==> src/rtl/dbg_pin_router_if.sv <==
// Debug pin router bus bundle: candidate pin pairs and the debug slave lines.
// The router takes the slave modport; pads and the slave take the master side.
interface dbg_pin_router_if #(
  parameter int NPAIR = 5
);
  logic [NPAIR-1:0] pin_scl_i;
  logic [NPAIR-1:0] pin_sda_i;
  logic [NPAIR-1:0] pin_scl_oe;
  logic [NPAIR-1:0] pin_sda_oe;
  logic             slv_scl_o;
  logic             slv_sda_o;
  logic             slv_scl_i;
  logic             slv_sda_i;

  modport master (
    output pin_scl_i, pin_sda_i, slv_scl_o, slv_sda_o,
    input  pin_scl_oe, pin_sda_oe, slv_scl_i, slv_sda_i
  );

  modport slave (
    input  pin_scl_i, pin_sda_i, slv_scl_o, slv_sda_o,
    output pin_scl_oe, pin_sda_oe, slv_scl_i, slv_sda_i
  );
endinterface

==> src/rtl/dbg_pin_router.sv <==
// Debug pin router: scans NPAIR pin pairs, locks onto the first one showing
// I2C START or UART start-bit activity, and bridges it to the debug slave.
module dbg_pin_router #(
  parameter int NPAIR    = 5,
  parameter int IDX_W    = 3,
  parameter int FLT_N    = 3,
  parameter int TO_W     = 16,
  parameter int TO_CYC   = 48000,
  parameter int UART_MIN = 12
) (
  input  logic               clk,
  input  logic               rstz,
  input  logic               r_en,
  input  logic               r_mode,
  input  logic               r_force,
  input  logic [IDX_W-1:0]   r_fidx,
  input  logic [NPAIR-1:0]   r_pair_en,
  dbg_pin_router_if.slave    bus,
  output logic [IDX_W-1:0]   sel_idx,
  output logic               locked,
  output logic               lock_pls
);
  localparam int NL = 2 * NPAIR;
  localparam int FW = $clog2(FLT_N + 1);
  localparam int UW = $clog2(UART_MIN + 1);

  typedef enum logic [1:0] {IDLE, SCAN, LOCKED} st_t;

  st_t              state, nxt;
  logic [NL-1:0]    pin_in, sy1, sy2, flt;
  logic [FW-1:0]    fcnt [NL];
  logic [NPAIR-1:0] f_scl, f_sda, sda_d;
  logic [UW-1:0]    ucnt [NPAIR];
  logic [NPAIR-1:0] st_i2c, st_uart, st_v;
  logic             det;
  logic [IDX_W-1:0] det_idx, sel_nxt;
  logic             pls_nxt, mode_d, force_d;
  logic             fvalid, sel_scl, sel_sda;
  logic             bus_idle, to_hit;
  logic [TO_W-1:0]  to_cnt;
  logic [NPAIR-1:0] sel_oh, scl_oe_q, sda_oe_q;

  assign pin_in = {bus.pin_sda_i, bus.pin_scl_i};
  assign f_scl  = flt[NPAIR-1:0];
  assign f_sda  = flt[NL-1:NPAIR];

  // 2-FF sync, then a line flips only after FLT_N agreeing samples
  always_ff @(posedge clk) begin
    if (!rstz) begin
      sy1 <= '1;
      sy2 <= '1;
      flt <= '1;
      for (int i = 0; i < NL; i++) fcnt[i] <= '0;
    end else begin
      sy1 <= pin_in;
      sy2 <= sy1;
      for (int i = 0; i < NL; i++) begin
        if (sy2[i] == flt[i]) begin
          fcnt[i] <= '0;
        end else if (fcnt[i] == FW'(FLT_N - 1)) begin
          flt[i]  <= sy2[i];
          fcnt[i] <= '0;
        end else begin
          fcnt[i] <= fcnt[i] + 1'b1;
        end
      end
    end
  end

  // SDA history for edge detect and per-pair RX low-run counters
  always_ff @(posedge clk) begin
    if (!rstz) begin
      sda_d <= '1;
      for (int i = 0; i < NPAIR; i++) ucnt[i] <= '0;
    end else begin
      sda_d <= f_sda;
      for (int i = 0; i < NPAIR; i++) begin
        if (f_sda[i])
          ucnt[i] <= '0;
        else if (ucnt[i] != UW'(UART_MIN))
          ucnt[i] <= ucnt[i] + 1'b1;
      end
    end
  end

  // Per-pair start qualifiers; lowest enabled index wins
  always_comb begin
    st_uart = '0;
    det     = 1'b0;
    det_idx = '0;
    for (int i = 0; i < NPAIR; i++)
      st_uart[i] = ~f_sda[i] & (ucnt[i] == UW'(UART_MIN - 1));
    for (int i = NPAIR - 1; i >= 0; i--) begin
      if (st_v[i]) begin
        det     = 1'b1;
        det_idx = IDX_W'(i);
      end
    end
  end

  assign st_i2c   = sda_d & ~f_sda & f_scl;
  assign st_v     = (r_mode ? st_uart : st_i2c) & r_pair_en;
  assign fvalid   = {1'b0, r_fidx} < (IDX_W + 1)'(NPAIR);
  assign sel_scl  = f_scl[sel_idx];
  assign sel_sda  = f_sda[sel_idx];
  assign bus_idle = sel_scl & sel_sda & bus.slv_scl_o & bus.slv_sda_o;
  assign to_hit   = to_cnt >= TO_W'(TO_CYC - 1);

  // Next state, selected pair and lock pulse
  always_comb begin
    nxt     = state;
    sel_nxt = sel_idx;
    pls_nxt = 1'b0;
    if (!r_en) begin
      nxt = IDLE;
    end else begin
      unique case (state)
        IDLE: begin
          nxt = SCAN;
          if (r_force && fvalid) begin
            nxt     = LOCKED;
            sel_nxt = r_fidx;
            pls_nxt = 1'b1;
          end
        end
        SCAN: begin
          if (r_force) begin
            if (fvalid) begin
              nxt     = LOCKED;
              sel_nxt = r_fidx;
              pls_nxt = 1'b1;
            end
          end else if (det) begin
            nxt     = LOCKED;
            sel_nxt = det_idx;
            pls_nxt = 1'b1;
          end
        end
        LOCKED: begin
          if (r_mode != mode_d) begin
            nxt = SCAN;
          end else if (r_force) begin
            if (!fvalid) begin
              nxt = SCAN;
            end else if (r_fidx != sel_idx) begin
              sel_nxt = r_fidx;
              pls_nxt = 1'b1;
            end
          end else if (force_d || !r_pair_en[sel_idx] || to_hit) begin
            nxt = SCAN;
          end
        end
        default: nxt = IDLE;
      endcase
    end
  end

  // State register and lock status
  always_ff @(posedge clk) begin
    if (!rstz) begin
      state    <= IDLE;
      sel_idx  <= '0;
      lock_pls <= 1'b0;
      mode_d   <= r_mode;
      force_d  <= 1'b0;
    end else begin
      state    <= nxt;
      sel_idx  <= sel_nxt;
      lock_pls <= pls_nxt;
      mode_d   <= r_mode;
      force_d  <= r_force;
    end
  end

  // Idle-bus timeout counter, saturating
  always_ff @(posedge clk) begin
    if (!rstz)
      to_cnt <= '0;
    else if (state != LOCKED || !bus_idle || pls_nxt)
      to_cnt <= '0;
    else if (to_cnt != '1)
      to_cnt <= to_cnt + 1'b1;
  end

  assign sel_oh = NPAIR'(1) << sel_nxt;

  // Registered open-drain enables, cleared on the same edge as release
  always_ff @(posedge clk) begin
    if (!rstz || nxt != LOCKED) begin
      scl_oe_q <= '0;
      sda_oe_q <= '0;
    end else begin
      scl_oe_q <= sel_oh & {NPAIR{~bus.slv_scl_o}};
      sda_oe_q <= r_mode ? '0 : sel_oh & {NPAIR{~bus.slv_sda_o}};
    end
  end

  assign locked         = (state == LOCKED);
  assign bus.pin_scl_oe = scl_oe_q;
  assign bus.pin_sda_oe = sda_oe_q;
  assign bus.slv_scl_i  = locked ? sel_scl : 1'b1;
  assign bus.slv_sda_i  = locked ? sel_sda : 1'b1;
endmodule

==> src/flat_wrapper.sv <==
// flat-port wrapper written by rule: the top's interface ports become plain ports
module dbg_pin_router_flat 
#(
  parameter int NPAIR    = 5,
  parameter int IDX_W    = 3,
  parameter int FLT_N    = 3,
  parameter int TO_W     = 16,
  parameter int TO_CYC   = 48000,
  parameter int UART_MIN = 12
)
  (clk, rstz, r_en, r_mode, r_force, r_fidx, r_pair_en, sel_idx, locked, lock_pls, bus_pin_scl_i, bus_pin_sda_i, bus_slv_scl_o, bus_slv_sda_o, bus_pin_scl_oe, bus_pin_sda_oe, bus_slv_scl_i, bus_slv_sda_i);
  dbg_pin_router_if #(.NPAIR(NPAIR)) bus_i ();
  input  logic clk;
  input  logic rstz;
  input  logic r_en;
  input  logic r_mode;
  input  logic r_force;
  input  logic [IDX_W-1:0] r_fidx;
  input  logic [NPAIR-1:0] r_pair_en;
  output logic [IDX_W-1:0] sel_idx;
  output logic locked;
  output logic lock_pls;
  input wire logic [$bits(bus_i.pin_scl_i)-1:0] bus_pin_scl_i;
  input wire logic [$bits(bus_i.pin_sda_i)-1:0] bus_pin_sda_i;
  input wire logic [$bits(bus_i.slv_scl_o)-1:0] bus_slv_scl_o;
  input wire logic [$bits(bus_i.slv_sda_o)-1:0] bus_slv_sda_o;
  output wire logic [$bits(bus_i.pin_scl_oe)-1:0] bus_pin_scl_oe;
  output wire logic [$bits(bus_i.pin_sda_oe)-1:0] bus_pin_sda_oe;
  output wire logic [$bits(bus_i.slv_scl_i)-1:0] bus_slv_scl_i;
  output wire logic [$bits(bus_i.slv_sda_i)-1:0] bus_slv_sda_i;
  assign bus_i.pin_scl_i = bus_pin_scl_i;
  assign bus_i.pin_sda_i = bus_pin_sda_i;
  assign bus_i.slv_scl_o = bus_slv_scl_o;
  assign bus_i.slv_sda_o = bus_slv_sda_o;
  assign bus_pin_scl_oe = bus_i.pin_scl_oe;
  assign bus_pin_sda_oe = bus_i.pin_sda_oe;
  assign bus_slv_scl_i = bus_i.slv_scl_i;
  assign bus_slv_sda_i = bus_i.slv_sda_i;
  dbg_pin_router #(.NPAIR(NPAIR), .IDX_W(IDX_W), .FLT_N(FLT_N), .TO_W(TO_W), .TO_CYC(TO_CYC), .UART_MIN(UART_MIN)) u_core (.clk(clk), .rstz(rstz), .r_en(r_en), .r_mode(r_mode), .r_force(r_force), .r_fidx(r_fidx), .r_pair_en(r_pair_en), .bus(bus_i), .sel_idx(sel_idx), .locked(locked), .lock_pls(lock_pls));
endmodule
==> config.mk <==
export PLATFORM = sky130hd
export DESIGN_NAME = dbg_pin_router_flat
export DESIGN_NICKNAME = d
export VERILOG_FILES = /design/src/rtl/dbg_pin_router_if.sv /design/src/rtl/dbg_pin_router.sv /design/src/flat_wrapper.sv
export SDC_FILE = /design/constraint.sdc
export NUM_CORES = 1
export LEC_CHECK = 0
export BUFFER_PORTS_ARGS = -buffer_cell sky130_fd_sc_hd__buf_2
export CAP_MARGIN = 20
export CORE_MARGIN = 2
export CORE_UTILIZATION = 60
export CTS_BUF_LIST = sky130_fd_sc_hd__clkbuf_4 sky130_fd_sc_hd__clkbuf_8
export DETAILED_ROUTE_END_ITERATION = 12
export GPL_TIMING_DRIVEN = 0
export PLACE_DENSITY = 0.87
export SKIP_CTS_REPAIR_TIMING = 1
export SLEW_MARGIN = 20
export SYNTH_ARGS = -nofsm -noshare
export SYNTH_HDL_FRONTEND = slang
export SYNTH_SLANG_ARGS = --single-unit
==> constraint.sdc <==
create_clock -name clk -period 3.8 [get_ports clk]
set_clock_uncertainty 0.05 [all_clocks]
set_input_delay 0.76 -clock clk [delete_from_list [all_inputs] [get_ports clk]]
set_output_delay 0.76 -clock clk [all_outputs]
set_load 0.05 [all_outputs]
==> results.toml, run 1 <==
[outcome]
run_status = "completed"

[route]
ant_nets = 0
vias = 3957
wl_per_cell_um = 15.1
drtIter0Drc = 183
vias_per_cell = 5.69
wirelength_um = 10500
dr.pass1.iters = 5
drc_errors = 0

[placement]
port_buffers = 39
place.gp.congestion = 0.896
placed_cell_area_mm2 = 0.00571
dp_hpwl_um = 7920

[finish]
syn2layout_area_growth_pct = 11.5
nNetsFinal = 629
layout_commonest_cell = "dfxtp_1"
stdcell_area_mm2 = 0.00592
drive_gt1_share_pct = 15.5
final_cell_mix = "dfxtp_1 (69), nor2_1 (50), buf_2 (43), edfxtp_1 (40), inv_1 (35)"
diodes = 0

[floorplanning]
row_count = 34
die_area_mm2 = 0.00962
core_mm2 = 0.00864
die_x_um = 98.1
initial_core_util_pct = 61.5
fp.dieH_um = 98.1
top_level_ports = 42

[timing]
setup_viol = 0
layout_min_cycle_time_ns = 3.04
slew_headroom_pct = 59.4
tightest_slew_ns = 0.608
fmax_mhz = 329
slew_violations = 0
final.setup.tns_ns = 0
period_share_pct = 80.0
finalHoldViolations = 0
rsz0062_at_grt = "false"

[synth]
synth-async-reset-ratio_pct = 0
ys_ff_latch = 109
synth-edff-count = 40
syn-cell-area_mm2 = 0.00531
synth_area_per_cell_um2 = 10.3
syn_inst = 514
ys.flop_type = "dfxtp_1"
yosysWarnings = 0
ys_types = 64
ys_seq_area_share_pct = 48.6

[pwr]
power_leakage_nw = 2.28
peakVddDrop_mv = 0.243
pwr_density_cell_mw_per_mm2 = 362

[setup_path]
reg2reg_to = "u_core.bus.pin_sda_oe[2]"
cp.required_ns = 2.99
cpPeakStageDelay_ns = 0.50
crit_path_end = "bus_slv_sda_i"
r2r-start = "u_core.ucnt[4][0]"
slowest_stage = "mux4_2"
reg2reg_setup_slack_ns = 1.41
cp-end-kind = "primary output"
cp.arrival_ns = 2.23
critPathKind = "flip-flop to primary output"
cp-startpoint = "u_core.sel_idx[0]"
path_cells = "buf_6 > mux4_2 > and2_1 > a31oi_1 > nand2_1 > buf_2"
start_kind = "flip-flop"
reg2regPathDepth = 7
crit_path_max_fanout = 10

[grt]
grt_pass1_wl_um = 17700
grt_max_degree = 23
grt_overflow = 0
grt_pass1_vias = 3720
track_usage_pct = 22.8
antenna_found_initial = 0

[worst_hold_path]
min_path_type = "flip-flop to flip-flop"

[clock_network]
htreeDepth = 3
cts.sinks = 109
cts_made_buffers = 9
path_clk_slew_ns = 0.12
cts_tree = "built"
ctsRootBufferMaster = "clkbuf_8"
clk_path_buf_depth = 2
clk_latency_ns = 0.38

[flow_run]
drv_cap = 0
area by class of cell:
class | count | area, um2
repair buffers | 39 | 195
plain buffers | 21 | 160
inverters | 35 | 131
well taps | 108 | 135
clock inverters | 7 | 86.3
multi-input cells | 368 | 2510
flip-flops and latches | 109 | 2580
clock buffers | 9 | 124
fillers | 652 | 2710
how the worst min path moves through the flow:
stage	start	end	slack (ns)	cells after the start
floorplan	u_core.sy1[0]	u_core.sy2[0]	0.34	1
global placement	u_core.sy1[1]	u_core.sy2[1]	0.34	1
detailed placement	u_core.sy1[2]	u_core.sy2[2]	0.35	1
CTS	u_core.sy1[2]	u_core.sy2[2]	0.37	1
global route	u_core.sy1[0]	u_core.sy2[0]	0.40	1
finish	u_core.sy1[2]	u_core.sy2[2]	0.38	1
logic make-up after synthesis:
family	after synthesis	share of synthesized area (%)
AND/OR/NAND/NOR	215	23.2
AO/OA/AOI/OAI	62	8.36
XOR/XNOR	35	5.91
multiplexers	15	3.37
flip-flops	109	48.6
adder cells (fa/ha/maj)	21	4.95
other	1	0.0706
buffers and inverters	56	5.49
cell usage after synthesis, types with 12 or more instances:
| cell type | number | area share, % |
|---|---|---|
| nand3b_1 | 17 | 2.4 |
| nand2_1 | 32 | 2.3 |
| dfxtp_1 | 69 | 26 |
| mux2i_1 | 13 | 2.4 |
| xnor2_1 | 12 | 2.0 |
| edfxtp_1 | 40 | 23 |
| xor2_1 | 22 | 3.6 |
| nor2_1 | 50 | 3.5 |
| inv_1 | 35 | 2.5 |
| nand2b_1 | 26 | 3.1 |
| a21oi_1 | 13 | 1.2 |
| nand3_1 | 20 | 1.9 |
| ha_1 | 21 | 4.9 |
where the power goes:
group / switching, mW / total [mW] / leakage, nW / internal, mW
Clock: 0.449 / 0.715 / 0.105 / 0.266
Combinational: 0.106 / 0.174 / 1.16 / 0.0683
Sequential: 0.0181 / 1.25 / 1.01 / 1.23
Total: 0.574 / 2.14 / 2.28 / 1.57
through the flow:
stage               setup WS [ns]  cells  total power, mW  hold slack (ns)  utilization [%]
global placement            0.823    680             1.44            0.339             66.2
global route                0.642    696             2.22            0.396             68.6
detailed placement          0.823    680             1.45            0.346             66.2
floorplan                    1.03    533             1.40            0.336                -
CTS                         0.742    696             2.16            0.374             68.6
finish                      0.759    696             2.14            0.376             68.6
state kept, by name, summed over array words and instances, names as in the netlist:
register	flops
u_core.flt	10
u_core.lock_pls	1
u_core.sy1	10
u_core.fcnt	20
u_core.sda_d	5
u_core.bus.pin_sda_oe	5
u_core.mode_d	1
u_core.force_d	1
u_core.state	2
u_core.sel_idx	3
u_core.to_cnt	16
u_core.sy2	10
u_core.ucnt	20
u_core.bus.pin_scl_oe	5
per-layer routing:
layer	global-route usage (%)	wire, um	up-vias
met5	0	0	-
met4	5.66	126	0
met3	5.80	547	13
met2	37.5	5140	102
met1	30.5	4700	1918
li1	-	-	1924
worst max-delay path: cells and delay by family, from the launching register on:
kind	cells	cell delay, ns
DFF	1	0.43
AOI/OAI and AO/OA	1	0.27
and+or+nand+nor	2	0.27
buffers and inverters	2	0.40
muxes	1	0.50
No activity file was read; power rests on OpenSTA's default activity.
==> run 2, diff against run 1 <==
==> constraint.sdc (replaced) <==
create_clock -name clk -period 2.8 [get_ports clk]
set_clock_uncertainty 0.05 [all_clocks]
set_input_delay 0.56 -clock clk [delete_from_list [all_inputs] [get_ports clk]]
set_output_delay 0.56 -clock clk [all_outputs]
set_load 0.05 [all_outputs]
==> results.toml, run 2 (synthesis gave the netlist of run 1 again) <==
[grt]
grt_pass1_wl_um = 17700
track_usage_pct = 22.8
grt_overflow = 0
antenna_found_initial = 0
grt_max_degree = 23
grt_pass1_vias = 3720

[floorplanning]
top_level_ports = 42
die_area_mm2 = 0.00962
row_count = 34
fp.dieH_um = 98.1
die_x_um = 98.1
core_mm2 = 0.00864
initial_core_util_pct = 61.5

[timing]
slew_violations = 0
tightest_slew_ns = 0.610
rsz0062_at_grt = "false"
period_share_pct = 96.2
setup_viol = 0
final.setup.tns_ns = 0
layout_min_cycle_time_ns = 2.69
fin_ws_ns = 0.106
finalHoldViolations = 0
fmax_mhz = 371
slew_headroom_pct = 59.2

[route]
ant_nets = 0
wl_per_cell_um = 15.1
vias_per_cell = 5.63
dr.pass1.iters = 4
vias = 3919
drtIter0Drc = 194
wirelength_um = 10500
drc_errors = 0

[placement]
placed_cell_area_mm2 = 0.00571
dp_cells = 680
dp_hpwl_um = 7920
port_buffers = 39
place.gp.congestion = 0.896
post-place-ws_ns = 0.0225

[pwr]
p_comb_share_pct = 8.2
peakVddDrop_mv = 0.331
power_leakage_nw = 2.28
p_int_mw = 2.13
clkPwrFrac_pct = 33.4
p_sw_mw = 0.777
pwr_density_cell_mw_per_mm2 = 489
swShare_pct = 26.7
power_frac_seq_pct = 58.5

[clock_network]
cts.sinks = 109
path_clk_slew_ns = 0.12
ctsRootBufferMaster = "clkbuf_8"
cts_tree = "built"
clk_latency_ns = 0.38
cts_made_buffers = 9
htreeDepth = 3
clk_path_buf_depth = 2

[finish]
drive_gt1_share_pct = 15.8
layout_commonest_cell = "dfxtp_1"
nNetsFinal = 629
syn2layout_area_growth_pct = 11.8
regArea_mm2 = 0.00259
stdcell_count = 696
stdcell_area_mm2 = 0.00594
multiInputGateArea_mm2 = 0.00252
diodes = 0
final_cell_mix = "dfxtp_1 (68), nor2_1 (50), buf_2 (42), edfxtp_1 (40), inv_1 (35)"
utilization_pct = 68.7
reg_top3 = "u_core.fcnt (20), u_core.ucnt (20), u_core.to_cnt (16)"
fillCellCount = 650

[setup_path]
critPathKind = "flip-flop to primary output"
cp-end-kind = "primary output"
start_kind = "flip-flop"
cp.required_ns = 2.19
crit_path_max_fanout = 10
reg2reg_setup_slack_ns = 0.42
cp.arrival_ns = 2.08

[outcome]
run_status = "completed"

[flow_run]
drv_cap = 0

[worst_hold_path]
min_path_type = "primary input to flip-flop"
==> run 2: worst max-delay path, cell delays in order, from the launching register on <==
cell,delay (ns)
dfxtp_4,0.38
buf_6,0.15
mux4_2,0.50
and2_1,0.19
a31oi_2,0.20
nand2_1,0.08
clkbuf_4,0.21
==> run 2: layout make-up <==
| cell class | instances | area share, % |
|---|---|---|
| buffer | 21 | 2.70 |
| clock buffer | 9 | 2.09 |
| clock inverter | 7 | 1.45 |
| inverter | 35 | 2.21 |
| multi-input combinational | 368 | 42.4 |
| sequential | 109 | 43.6 |
| tap | 108 | 2.28 |
| timing repair buffer | 39 | 3.33 |
==> run 2: path summary, 6_finish.rpt <==
kind,end,start,cells after the start
worst max-delay path,bus_slv_sda_i,u_core.sel_idx[0],6
worst min-delay path,u_core.sy1[4],bus_pin_scl_i[4],2
worst max register to register,u_core.bus.pin_sda_oe[2],u_core.ucnt[4][0],7
worst min register to register,u_core.sy2[2],u_core.sy1[2],1
==> run 2: power groups by stage <==
stage / clock network, mW / logic, mW / registers, mW
after global routing: 1.05 / 0.263 / 1.70
final: 0.969 / 0.237 / 1.70
after global placement: 0 / 0.227 / 1.73
after CTS: 0.996 / 0.234 / 1.70
after detailed placement: 0 / 0.233 / 1.74
after floorplan: 0 / 0.157 / 1.74
==> run 2: stage by stage <==
step	total power [mW]	hold slack [ns]
6_report	2.91	0.297
5_1_grt	3.01	0.277
4_1_cts	2.93	0.281
3_5_place_dp	1.97	0.346
3_3_place_gp	1.96	0.339
2_1_floorplan	1.90	0.336
==> run 2: routing by layer <==
| layer | routed length [um] | part of all wire (%) | global-route usage [%] | up-vias |
|---|---|---|---|---|
| met5 | 0 | 0 | 0 | - |
| met4 | 103 | 0.98 | 5.66 | 0 |
| met3 | 586 | 5.6 | 5.80 | 10 |
| met2 | 5140 | 49 | 37.5 | 104 |
| met1 | 4660 | 44 | 30.5 | 1882 |
| li1 | - | - | - | 1923 |
